===== src/rtl/clock_gen_if.sv =====
`default_nettype none
// ============================================================================
// Module   : clock_gen_if
// Brief    : Control and strobe bundle between a clock_gen and its user.
// Revision : 1.0 - initial release
// ============================================================================
interface clock_gen_if #(
    parameter int CNT_W = 16
);
    logic             en;
    logic             load;
    logic [CNT_W-1:0] half_period_i;
    logic             clk_out;
    logic             rise;
    logic             fall;

    modport master (
        output en,
        output load,
        output half_period_i,
        input  clk_out,
        input  rise,
        input  fall
    );

    modport slave (
        input  en,
        input  load,
        input  half_period_i,
        output clk_out,
        output rise,
        output fall
    );
endinterface
`default_nettype wire


===== src/rtl/clock_gen.sv =====
`default_nettype none
// ============================================================================
// Module   : clock_gen
// Brief    : Programmable 50%-duty clock divider with rise/fall edge strobes.
// Revision : 1.0 - initial release
// ============================================================================
module clock_gen #(
    parameter int HALF_PERIOD = 12,
    parameter int CNT_W       = 16
) (
    input  wire logic  clock,
    input  wire logic  reset,
    clock_gen_if.slave bus
);

    localparam logic [CNT_W-1:0] c_HALF_RST = CNT_W'(HALF_PERIOD);
    localparam logic [CNT_W-1:0] c_ONE      = CNT_W'(1);

    logic [CNT_W-1:0] r_half;
    logic [CNT_W-1:0] r_count;
    logic             r_clk_out;
    logic             r_rise;
    logic             r_fall;

    logic             w_terminal;
    logic [CNT_W-1:0] w_load_half;

    assign w_terminal  = (r_count == (r_half - c_ONE));
    // A zero half-period would never terminate; treat it as the fastest rate.
    assign w_load_half = (bus.half_period_i == '0) ? c_ONE : bus.half_period_i;

    always_ff @(posedge clock) begin
        if (reset) begin
            r_half    <= c_HALF_RST;
            r_count   <= '0;
            r_clk_out <= 1'b0;
            r_rise    <= 1'b0;
            r_fall    <= 1'b0;
        end else if (bus.load) begin
            r_half    <= w_load_half;
            r_count   <= '0;
            r_rise    <= 1'b0;
            r_fall    <= 1'b0;
        end else if (bus.en) begin
            if (w_terminal) begin
                r_count   <= '0;
                r_clk_out <= ~r_clk_out;
                r_rise    <= ~r_clk_out;
                r_fall    <= r_clk_out;
            end else begin
                r_count   <= r_count + c_ONE;
                r_rise    <= 1'b0;
                r_fall    <= 1'b0;
            end
        end else begin
            r_rise    <= 1'b0;
            r_fall    <= 1'b0;
        end
    end

    assign bus.clk_out = r_clk_out;
    assign bus.rise    = r_rise;
    assign bus.fall    = r_fall;

endmodule
`default_nettype wire


===== src/flat_wrapper.sv =====
// flat-port wrapper written by rule: the top's interface ports become plain ports
module clock_gen_flat 
#(
    parameter int HALF_PERIOD = 12,
    parameter int CNT_W       = 16
)
  (clock, reset, bus_en, bus_load, bus_half_period_i, bus_clk_out, bus_rise, bus_fall);
  clock_gen_if #(.CNT_W(CNT_W)) bus_i ();
  input  wire logic clock;
  input  wire logic reset;
  input wire logic [$bits(bus_i.en)-1:0] bus_en;
  input wire logic [$bits(bus_i.load)-1:0] bus_load;
  input wire logic [$bits(bus_i.half_period_i)-1:0] bus_half_period_i;
  output wire logic [$bits(bus_i.clk_out)-1:0] bus_clk_out;
  output wire logic [$bits(bus_i.rise)-1:0] bus_rise;
  output wire logic [$bits(bus_i.fall)-1:0] bus_fall;
  assign bus_i.en = bus_en;
  assign bus_i.load = bus_load;
  assign bus_i.half_period_i = bus_half_period_i;
  assign bus_clk_out = bus_i.clk_out;
  assign bus_rise = bus_i.rise;
  assign bus_fall = bus_i.fall;
  clock_gen #(.HALF_PERIOD(HALF_PERIOD), .CNT_W(CNT_W)) u_core (.clock(clock), .reset(reset), .bus(bus_i));
endmodule

===== config.mk =====
export PLATFORM = sky130hd
export DESIGN_NAME = clock_gen_flat
export DESIGN_NICKNAME = d
export VERILOG_FILES = /design/src/rtl/clock_gen_if.sv /design/src/rtl/clock_gen.sv /design/src/flat_wrapper.sv
export SDC_FILE = /design/constraint.sdc
export NUM_CORES = 1
export LEC_CHECK = 0
export BUFFER_PORTS_ARGS = -buffer_cell sky130_fd_sc_hd__buf_2
export CAP_MARGIN = 20
export CORE_MARGIN = 3
export CORE_UTILIZATION = 39
export CTS_CLUSTER_DIAMETER = 150
export DETAILED_ROUTE_END_ITERATION = 10
export PLACE_DENSITY = 0.67
export SLEW_MARGIN = 20
export SYNTH_ARGS = -nofsm -noshare
export SYNTH_HDL_FRONTEND = slang
export SYNTH_SLANG_ARGS = --single-unit

===== constraint.sdc =====
create_clock -name clock -period 3.07 [get_ports clock]
set_input_delay 0.1535 -clock clock [delete_from_list [all_inputs] [get_ports clock]]
set_output_delay 0.1535 -clock clock [all_outputs]
set_load 0.01 [all_outputs]

* Word-level counts from Yosys, hierarchy flattened
Index checks and enable logic that the tools add are counted.
** Operators by class
- Add/subtract/negate cells :: 2
- Multipliers :: 0
- Divide/modulo/power cells :: 0
- Order comparisons :: 0
- Eq/ne operators :: 1
- Shifts and indexed selects :: 0
- Multiplexer cells :: 2
- Bitwise operators :: 4
- Reduce and logical (&&, ||, !) cells :: 4
** Operator list (count)
- $mux 16 :: 2
- $add 16x1->16 const B :: 1
- $eq 16x16->1 :: 1
- $logic_not 16->1 :: 1
- $sub 16x1->16 const B :: 1
- $not 1->1 :: 4
- $reduce_or 4->1 :: 1
- $reduce_and 3->1 :: 1
- $reduce_or 2->1 :: 1
** Storage, ports and cells
- Register bits after elaboration :: 35
- Latch bits :: 0
- Bits in writable memories :: 0
- Memory bits (read-only) :: 0
- Bits of input ports :: 20
- Output and inout port bits :: 3
- Word-level logic and storage cells :: 18
- Memories kept :: 0

* Depth between registers and ports, before layout
- Depth in word-level cells :: 4
- Mapped depth :: 9

* Worst setup path after synthesis
OpenSTA, ideal clock, no wires.
- Path kind :: register to register
- Start point :: reg u_core.r_half[4]
- End point :: reg u_core.r_clk_out (netlist: u_core.bus.clk_out)
- Library setup time :: 0.121 ns
- Arrival :: 2.496 ns
- Setup slack :: 0.453 ns
- Cell stages (with the launch flop) :: 9
- Path buffers :: 2
- Period minus slack after synthesis :: 2.617 ns
- Path through :: dfxtp_1 > clkbuf_1 > or4_1 > buf_2 > nor4_4 > xnor2_1 > or4_4 > nor4_1 > mux2_2
** Between the ends
- Longest elaborated chain between the ends :: 3
** Ends and longest elaborated chain
- start: declaration :: line clock_gen.sv:19 : logic [CNT_W-1:0] r_half;
- start signal: assignment :: line clock_gen.sv:34 : r_half <= c_HALF_RST;
- start signal: assignment :: line clock_gen.sv:40 : r_half <= w_load_half;
- $sub 16x1->16 :: line clock_gen.sv:28 : assign w_terminal = (r_count == (r_half - c_ONE));
- $eq 16x16->1 :: line clock_gen.sv:28
- $reduce_and 3->1 (no line)
- end signal: assignment :: line clock_gen.sv:47 : r_clk_out <= ~r_clk_out;
- end: declaration :: line clock_gen.sv:21 : logic r_clk_out;
No other way between the ends.
A chain may end at the register's enable or synchronous reset.

* Final worst setup path
- Start point :: reg u_core.r_half[0]
- End point :: reg u_core.r_clk_out (netlist: u_core.bus.clk_out)
The elaborated chain is that of the path after synthesis.

==> run metrics <==
status=finished, final reports clean; die width=77.5 microns; top-count cell post-synth=nor2_1; final instance area=0.00227 sq mm; max frequency=0.356 GHz; DP HPWL=3.27 mm; ys flop type=dfxtp_1; RSZ-0062 raised after global routing=no; RePlAce Congestion=0.916; startpoint type of the worst setup path=register; Overall Global Routing Usage=0.151; area of the multi-input gates=0.00123 sq mm; Hold Crit Class=input pin to register; Final Max Slew Viols=0; Setup Crit Path Kind=register to register; YS warnings=0; Min Clock Period, post-route=2.81 ns; Setup Fix Bufs, Post-CTS=0; Seq/Total Area, Yosys=0.352; EDFF count, synth=0; Final ANT Viol Nets=0; P_leak=0.837 nW; CP endpoint kind=register; worst-margin pin slew=0.540 ns; clk slew on worst S/H paths=0.07 ns; overflow left after global routing=0; final hold vios=0; Top delay family on crit path=simple AND/OR/NAND/NOR gates; Core Util, Final=0.472; Avg Inst Size Synth=8.74 sq um; # fillers=481; layout net count=273; Placeable Area=0.00482 sq mm; crit-path max FO=9; layout cells sized above 1=0.167; IO Count=23; Max Clock Skew=0.00644 ns; Post-synth top cells=40 x nor2_1, 35 x dfxtp_1, 23 x xnor2_1; initial drt markers=93; hold_ws=0.0896 ns; area of the die=0.00600 sq mm; top area cells in the synthesized netlist=dfxtp_1 35%, xnor2_1 10%, nor2_1 7.5%; TritonCTS clock tree=done; mean routed wirelength per cell=13.2 microns; Crit path arrival time=2.99 ns; vias in the first global route=1483; die height=77.5 microns; CP required=3.25 ns; area leader, netlist=dfxtp_1; Mapped Nets=250; Rel. slew slack=0.640; later-pin clock latency in the skew report=0.29 ns; Port Buf Inserts=22; Initial Utilization=0.414; number of vias per cell=5.22; WL final=4.20 mm; vias post-DR=1666; top-area cell type share of the netlist area=0.352; Ant. Diodes=0; initial antenna violation count=0; Max clock buf depth=2; Clk Tree Root Cell=clkbuf_8; Netlist cell types=47; CP Cell Sequence=or4_1, or2_2, nor4_1, o22ai_1, nor4_1, mux2_2; max_cap viols=0; pwr dens=431 mW/mm^2; CTS Hold Bufs=0; Setup Viol. Count Final=0; H-tree depth=2; Synth Register Bits=35; 1st-pass router iterations=4; # DRC=0; TritonCTS buffer count=5; Post-CTS Resized=0; asr flop ratio synth=0; FP Rows=25; Final period util=0.915; Area Growth Syn to Fin=14.0%; CP peak stage delay=0.71 ns; Setup TNS Final=0 ns; Synth Instances=228; Post-Layout Cell Count=319; global-route wire length before repair=7.27 mm; clk sinks=35; slowest stage cell on the critical path=or4_1; Placed Instances=311; Crit path buffers/inverters=0; Peak VDD IR=0.251 mV; crit-path most repeated cell=nor4_1; Reg area=701 sq um; Placed Area=0.00217 sq mm; largest net degree at the start of global routing=24; mapped cell area=0.00199 sq mm
state kept, by name (all words and copies together) (netlist names):
register and count:
u_core.r_half 16, u_core.bus.fall 1, u_core.r_count 16, u_core.bus.clk_out 1
u_core.bus.rise 1
path summary, 6_finish.rpt:
path,start,endpoint,slack [ns],cells past startpoint
setup / recovery,u_core.r_half[0],u_core.bus.clk_out,0.26,6
hold / removal,bus_half_period_i[3],u_core.r_half[3],0.09,2
setup reg to reg,u_core.r_half[0],u_core.bus.clk_out,0.26,6
hold reg to reg,u_core.bus.clk_out,u_core.bus.rise,0.50,1
power breakdown:
| group | internal [mW] | switching, mW | total [mW] | leakage (nW) |
|---|---|---|---|---|
| Sequential | 0.468 | 0.0180 | 0.486 | 0.286 |
| Clock | 0.205 | 0.158 | 0.363 | 0.0515 |
| Combinational | 0.0604 | 0.0711 | 0.131 | 0.500 |
| Total | 0.733 | 0.247 | 0.980 | 0.837 |
metrics by stage:
stage,setup slack [ns],power [mW]
after floorplan,0.453,0.589
after global placement,0.273,0.626
after detailed placement,0.249,0.627
after CTS,0.231,0.988
after global routing,0.0590,1.02
final,0.260,0.980
worst register-to-register path, cell delays in order (launching register included):
cell and delay, ns:
dfxtp_1 0.35, or4_1 0.71, or2_2 0.37, nor4_1 0.42, o22ai_1 0.17, nor4_1 0.31, mux2_2 0.37
final cells by class:
cell class	count	share of cell area
Tap cell	67	0.0369
Sequential cell	35	0.308
Timing Repair Buffer	25	0.0584
Clock buffer	8	0.0441
Inverter	6	0.00991
Multi-Input combinational cell	178	0.542
metal layers:
metal  vias up  global-route usage  wire length, microns
met4         0              0.0623                    93
met2        37               0.225                  1890
met1       767               0.207                  2070
li1        854                   -                     -
met5         -                   0                     0
met3         8              0.0383                   160
placed cells by master (no fill, tap or decap), types with 2 or more instances in the layout:
cell        n
nor2_1     40
dfxtp_1    35
xnor2_1    23
buf_2      22
mux2i_1    14
xor2_1     10
nand2_1     8
nand3_1     8
nor2b_1     7
nor4_1      7
clkbuf_8    7
inv_1       6
nor3_1      6
o21ai_0     6
a211o_1     3
or4_1       3
nor3b_1     3
and3_1      3
buf_4       3
a211oi_1    2
or3_1       2
o2111ai_1   2
or2_2       2
a2111oi_0   2
nor4b_2     2
nand2b_1    2
nand4_1     2
ha_1        2
kinds of logic after synthesis:
group	after synthesis	share of synthesized area
buffers and inverters	15	0.0301
adder cells (fa/ha/maj)	2	0.0126
AO/OA/AOI/OAI	26	0.107
XOR/XNOR	33	0.145
AND/OR/NAND/NOR	102	0.278
multiplexers	15	0.0760
flip-flops	35	0.352
Power figures use the tool's default switching activity.
